--- src/rtl/omsp_spm_key_reader.sv ---
// rtl/omsp_spm_key_reader.sv - SPM key-select initiator: shadows one SM key and streams it as 16-bit words
// Optional: SPM_KEY_READER_WIPE_EN clears the shadow after use and zeroes word_out/word_idx when idle.
module omsp_spm_key_reader #(
    parameter int KEY_BITS     = 64,
    parameter int KEY_IDX_SIZE = 2
) (
    input  logic                    mclk,
    input  logic                    puc_rst_n,
    input  logic                    start,
    input  logic                    abort,
    input  logic [15:0]             sm_id,
    output logic [15:0]             spm_key_select,
    input  logic                    spm_key_select_valid,
    input  logic [0:KEY_BITS-1]     key_out,
    output logic [15:0]             word_out,
    output logic [KEY_IDX_SIZE-1:0] word_idx,
    output logic                    word_valid,
    input  logic                    word_ready,
    output logic                    busy,
    output logic                    done,
    output logic                    error
);

    typedef enum logic [1:0] {
        S_IDLE   = 2'd0,
        S_SELECT = 2'd1,
        S_STREAM = 2'd2,
        S_DONE   = 2'd3
    } state_t;

    localparam logic [KEY_IDX_SIZE-1:0] LAST_IDX = KEY_IDX_SIZE'(KEY_BITS / 16 - 1);

    state_t                  state;
    logic [15:0]             id_q;
    logic [0:KEY_BITS-1]     shadow;
    logic [KEY_IDX_SIZE-1:0] cnt;
    logic [15:0]             cur_word;

    // Bit 0 of the key is its MSB, so word 0 is shadow[0:15] read MSB-first.
    assign cur_word       = shadow[{cnt, 4'b0000} +: 16];
    assign spm_key_select = (state == S_SELECT) ? id_q : 16'h0000;
    assign word_valid     = (state == S_STREAM);
    assign busy           = (state != S_IDLE);

`ifdef SPM_KEY_READER_WIPE_EN
    assign word_out = word_valid ? cur_word : 16'h0000;
    assign word_idx = word_valid ? cnt : '0;
`else
    assign word_out = cur_word;
    assign word_idx = cnt;
`endif

    always_ff @(posedge mclk or negedge puc_rst_n) begin
        if (!puc_rst_n) begin
            state  <= S_IDLE;
            id_q   <= 16'h0000;
            shadow <= '0;
            cnt    <= '0;
            done   <= 1'b0;
            error  <= 1'b0;
        end else begin
            done  <= 1'b0;
            error <= 1'b0;
            case (state)
                S_IDLE: begin
                    if (start && !abort) begin
                        id_q  <= sm_id;
                        state <= S_SELECT;
                    end
                end
                S_SELECT: begin
                    if (abort) begin
                        state <= S_IDLE;
                    end else if (spm_key_select_valid) begin
                        shadow <= key_out;
                        cnt    <= '0;
                        state  <= S_STREAM;
                    end else begin
                        error <= 1'b1;
                        state <= S_IDLE;
                    end
                end
                S_STREAM: begin
                    // A word taken in the abort cycle still advances the counter.
                    if (word_ready && cnt != LAST_IDX) begin
                        cnt <= cnt + 1'b1;
                    end
                    if (abort) begin
                        state <= S_IDLE;
                    end else if (word_ready && cnt == LAST_IDX) begin
                        done  <= 1'b1;
                        state <= S_DONE;
                    end
                end
                S_DONE: begin
                    state <= S_IDLE;
                end
                default: begin
                    state <= S_IDLE;
                end
            endcase
`ifdef SPM_KEY_READER_WIPE_EN
            if (abort || state == S_DONE) begin
                shadow <= '0;
            end
`endif
        end
    end

endmodule

--- config.mk ---
export PLATFORM = sky130hd
export DESIGN_NAME = omsp_spm_key_reader
export DESIGN_NICKNAME = d
export VERILOG_FILES = /design/src/rtl/omsp_spm_key_reader.sv
export SDC_FILE = /design/constraint.sdc
export NUM_CORES = 1
export LEC_CHECK = 0
export BUFFER_PORTS_ARGS = -buffer_cell sky130_fd_sc_hd__buf_2
export CAP_MARGIN = 25
export CORE_MARGIN = 3
export CORE_UTILIZATION = 54
export DETAILED_ROUTE_END_ITERATION = 8
export PLACE_DENSITY = 0.93
export SKIP_CTS_REPAIR_TIMING = 1
export SYNTH_ARGS = -nofsm -noshare
export SYNTH_HDL_FRONTEND = slang
export SYNTH_SLANG_ARGS = --single-unit
--- constraint.sdc ---
create_clock -name mclk -period 2.6 [get_ports mclk]
set_input_delay 0.13 -clock mclk [delete_from_list [all_inputs] [get_ports mclk]]
set_output_delay 0.13 -clock mclk [all_outputs]
set_load 0.02 [all_outputs]
==> Word-level counts from Yosys, hierarchy flattened <==
Cells that the tools add are included.
{ "classes": {"magnitude_cmp": 0, "n_mux": 17, "bitwise": 2, "n_shift": 1, "mul": 0, "n_reduce_logical": 11, "n_addsub": 1, "eq_ne": 10, "div": 0} }
{ "op_table": {"columns": ["operator", "n"], "rows": [
  ["variable part select 64 x 7 -> 65 bit", 1],
  ["two-way mux 16 bit", 1],
  ["two-way mux 2 bit", 8],
  ["!= test 2 bit, second input constant", 4],
  ["case mux 2 bit (4 select lines)", 1],
  ["inverter 6 -> 7 bit", 1],
  ["== test 2 bit, second input constant", 3],
  ["two-way mux 1 bit", 6],
  ["case mux 2 bit (2 select lines)", 1],
  ["AND reduction 2 bit", 2],
  ["AND reduction 4 bit", 1],
  ["nonzero test 2 bit", 2],
  ["logical AND 1 bit", 3],
  ["!= test 3 x 2 -> 1 bit, second input constant", 1],
  ["AND reduction 3 bit", 1],
  ["adder 2 x 1 -> 2 bit, second input constant", 1],
  ["== test 2 x 1 -> 1 bit, second input constant", 1],
  ["logical NOT 2 bit", 1],
  ["!= test 2 x 1 -> 1 bit, second input constant", 1],
  ["logical NOT 1 bit", 1],
  ["inverter 1 bit", 1]
]} }
{ "word_totals": {"input_bits": 86, "rom_bits": 0, "out_inout_bits": 38, "latch_bits": 0, "wordCells": 48, "reg_bits": 86, "mem_count": 0, "ram_bits": 0} }

==> Depth between registers and ports, before layout <==
{ "depth": {"word_depth": 5, "ltp_mapped": 4, "mapped_depth_nobuf": 4} }

==> Worst setup path after synthesis <==
No wires, ideal clock.
{ "synth_timing": {"path_kind": "register to output", "from": "register cnt[0], in the netlist word_idx[0]", "to": "output port word_out[10]", "path_buffers": 2, "path_stages_with_launch": 4, "setup_slack_ns": 0.814, "required_time_ns": 2.470, "arrival_ns": 1.656, "path_cell_list": "dfrtp_1 -> buf_2 -> buf_2 -> mux4_2"} }
{ "synth_between": {"elab_chain_cells": 2} }
{ "synth_lines": {"columns": ["element", "line_no", "text"], "rows": [
  ["start: declaration", "36", "logic [KEY_IDX_SIZE-1:0] cnt;"],
  ["start signal: assignment", "86", "cnt <= cnt + 1'b1;"],
  ["inverter 6 -> 7 bit (implied by the code)", "40", "assign cur_word = shadow[{cnt, 4'b0000} +: 16];"],
  ["variable part select 64 x 7 -> 65 bit", "40", null],
  ["end: declaration", "15", "output logic [15:0] word_out,"]
]} }
No other way between the ends.

==> Worst setup path after layout <==
{ "layout_timing": {"from": "register cnt[0], in the netlist word_idx[0]", "to": "output port word_out[5]"} }
The elaborated chain is that of the path after synthesis.

==> results.cfg <==
[status]
run_status = finished, final reports clean

[sta]
timing.clock.skew_ns = 0.00765
timing.final.crit_share_pct = 78.7
period_needed_ns = 2.05
whs_ns = 0.0162
slew_headroom_pct = 48.5
actual_slew_at_the_worst_max_slew_pin_ns = 0.771
count_of_final_setup_violators = 0
layout_setup_ws_ns = 0.554
drv_slew = 0
grt_setup_unrepaired = false
clock.fmax_mhz = 489
fin_setup_tns_ns = 0
final_count_of_hold_timing_violations = 0

[clock_network]
deepest_clock_path_buffer_count = 2
cts-root-buf = sky130_fd_sc_hd__clkbuf_8
cts-htree-levels = 3
worstSkewPairLatency_ns = 0.34
cts_inserted_buffers = 9
cts.sinks = 86
cts_tree = built
clock_transition_at_path_regs_ns = 0.08

[worst_setup_path]
critPathCaptureType = output pin
cp.depth = 3
critical-path-top-delay-family = flip-flops
crit_buf_inv = 2
start_kind = flop
worst-setup-path-type = flop to output pin
setup.reg_to_reg.worst_slack_ns = 0.70
worst_path_fanout_max = 13
crit_chain = buf_12 -> mux4_2 -> buf_2
rr_worst_depth = 3
critical-path-max-stage-delay_ns = 0.64
critical_path.slowest_cell = sky130_fd_sc_hd__dfrtp_1
worstPathRequired_ns = 2.47
cp.arrival_ns = 1.92

[power]
intPower_mw = 2.87
pwr_density_cell_nw_per_um2 = 850
pwr-share-clk_pct = 24.0
worst_ir_drop_vdd_mv = 0.508
fin_total_pwr_mw = 4.03
p_leak_nw = 2.26
share_comb_of_total_power_pct = 29.9
seq_power_share_pct = 46.1
power.switching_mw = 1.16
netSwitchingFraction_pct = 28.9

[floorplanning]
die_y_um = 89.3
initial_core_util_pct = 57.4
io-pin-count = 124
number_of_rows_in_the_core_area = 29
die-width_um = 89.3
design.core.area_um2 = 6530
die_ar_um2 = 7980

[global_routing]
antenna_found_initial = 0
grt_pass1_wl_mm = 11.6
grt_util_all_layers_pct = 19.7
first_global_vias = 2419
gr-total-overflow = 0
largest_net_degree_at_the_start_of_global_routing = 87

[finish]
n_fill_cell = 450
final_nets = 449
layout-drive-gt1-share_pct = 66.9
layout-area-overhead-vs-synth_pct = 26.6
n_antenna_cell = 0

[placement]
io_buffer_count = 123
final_weighted_congestion_of_routability_driven_global_placement = 0.721
detailedPlace.worstSlack_ns = 0.698
hpwl_mm = 5.45

[yosys]
ys_seq_area_share_pct = 57.4
synth.area.mux_share_pct = 34.0
yosys_reg_bits = 86
synth-simple-area-share_pct = 5.21
synth.yosys.warnings = 0
adder_cell_share_of_the_synthesized_area_pct = 0.334
syn_area_per_cell_um2 = 16.6
largest_family_of_logic_cells_by_synthesized_area = multiplexers
synth_fp_nets = 313
number_of_different_library_cells_in_the_post_synthesis_netlist = 21
synth-compound-area-share_pct = 0.367
post_synth_xor_area_fraction_pct = 0
postSynthCellCount = 226
post_synth_instance_area_um2 = 3750

[routing]
drc = 0
ant_nets = 0
via_per_inst = 5.29
post_dr_wirelength_cell_um = 17.3
drt-initial-drc-count = 68
dr.pass1.iters = 4
routed_via_count = 2345
drt-total-wl_mm = 7.64

[job]
maxCapViolations = 0

[worst_hold_path]
worstHoldPathCells = 2
worstHoldPathType = primary input to flop
[registers in the layout, summed over array words and instances (netlist names)]
register	count
state	2
word_idx	2
error	1
shadow	64
id_q	16
done	1
[kinds of logic (layout without fill, tap and decap cells)]
kind of cell             count (synthesis)  after routing
adder cells (fa/ha/maj)                  1              1
multiplexers                            97             97
AND/OR/NAND/NOR                         27             27
buffers and inverters                   13            153
flip-flops                              86             86
AO/OA/AOI/OAI                            2              2
[worst paths after layout]
check | startpoint | end
max | word_idx[0] | word_out[5]
min | key_out[44] | shadow[44]
max reg2reg | state[1] | id_q[7]
min reg2reg | id_q[1] | id_q[1]
max in group asynchronous | puc_rst_n | shadow[38]
min in group asynchronous | puc_rst_n | shadow[14]
[through the flow]
stage	util, %	area (µm²)	std cells
final	72.7	4750	443
after global routing	72.7	4750	443
after CTS	70.9	4630	433
after detailed placement	67.8	4430	418
after global placement	67.8	4430	418
after floorplan	-	3750	226
[power groups by stage]
stage	Clock, mW	Sequential [mW]	Combinational (mW)
final	0.969	1.86	1.20
after global routing	1.06	1.90	1.31
after CTS	0.995	1.86	1.21
after detailed placement	0	1.89	1.20
after global placement	0	1.85	1.17
after floorplan	0	1.81	0.866
[cells in the final DEF, fill, tap and decap left out, types with 2 or more instances in the layout]
cell type                       count
sky130_fd_sc_hd__buf_4              5
sky130_fd_sc_hd__mux4_2            16
sky130_fd_sc_hd__dlygate4sd3_1      9
sky130_fd_sc_hd__nor2_1             2
sky130_fd_sc_hd__bufinv_16          2
sky130_fd_sc_hd__and2_1            16
sky130_fd_sc_hd__dfrtp_1           86
sky130_fd_sc_hd__clkbuf_8           9
sky130_fd_sc_hd__mux2_2            81
sky130_fd_sc_hd__clkinv_2           3
sky130_fd_sc_hd__buf_2            122
[layer usage]
| metal | vias to the layer above | global-route usage [%] | share of wire, % | wire length [µm] |
|---|---|---|---|---|
| li1 | 1100 | - | - | - |
| met1 | 1163 | 23.9 | 40 | 3060 |
| met2 | 68 | 33.0 | 52 | 4010 |
| met3 | 14 | 5.44 | 5.3 | 404 |
| met4 | 0 | 8.80 | 2.2 | 167 |
| met5 | - | 0 | 0 | 0 |
[area by class of cell]
cell class | count | area [µm²] | share of cell area, %
Sequential cell | 86 | 2150 | 45.3
Multi-Input combinational cell | 127 | 1510 | 31.8
Timing Repair Buffer | 138 | 786 | 16.6
Clock buffer | 10 | 128 | 2.69
Tap cell | 77 | 96.3 | 2.03
Clock inverter | 5 | 75.1 | 1.58
[synth_stat cells]
cell type	n	area, µm²
sky130_fd_sc_hd__nor3b_1	1	7.51
sky130_fd_sc_hd__a21oi_1	1	5.00
sky130_fd_sc_hd__and4b_1	1	10.0
sky130_fd_sc_hd__ha_1	1	12.5
sky130_fd_sc_hd__and2b_1	1	7.51
sky130_fd_sc_hd__mux2_2	81	912
sky130_fd_sc_hd__a22o_1	1	8.76
sky130_fd_sc_hd__nor2_1	2	7.51
sky130_fd_sc_hd__dfrtp_1	86	2150
sky130_fd_sc_hd__or2_2	1	6.26
sky130_fd_sc_hd__and2_1	16	100
sky130_fd_sc_hd__and4bb_2	1	12.5
sky130_fd_sc_hd__nor3b_4	1	18.8
sky130_fd_sc_hd__buf_4	1	7.51
sky130_fd_sc_hd__buf_6	6	67.6
sky130_fd_sc_hd__clkbuf_1	3	11.3
sky130_fd_sc_hd__nor2b_1	1	6.26
sky130_fd_sc_hd__or2_4	1	8.76
sky130_fd_sc_hd__nor4bb_1	1	10.0
sky130_fd_sc_hd__mux4_2	16	360
sky130_fd_sc_hd__buf_2	3	15.0
No activity file was read; power rests on OpenSTA's default activity.
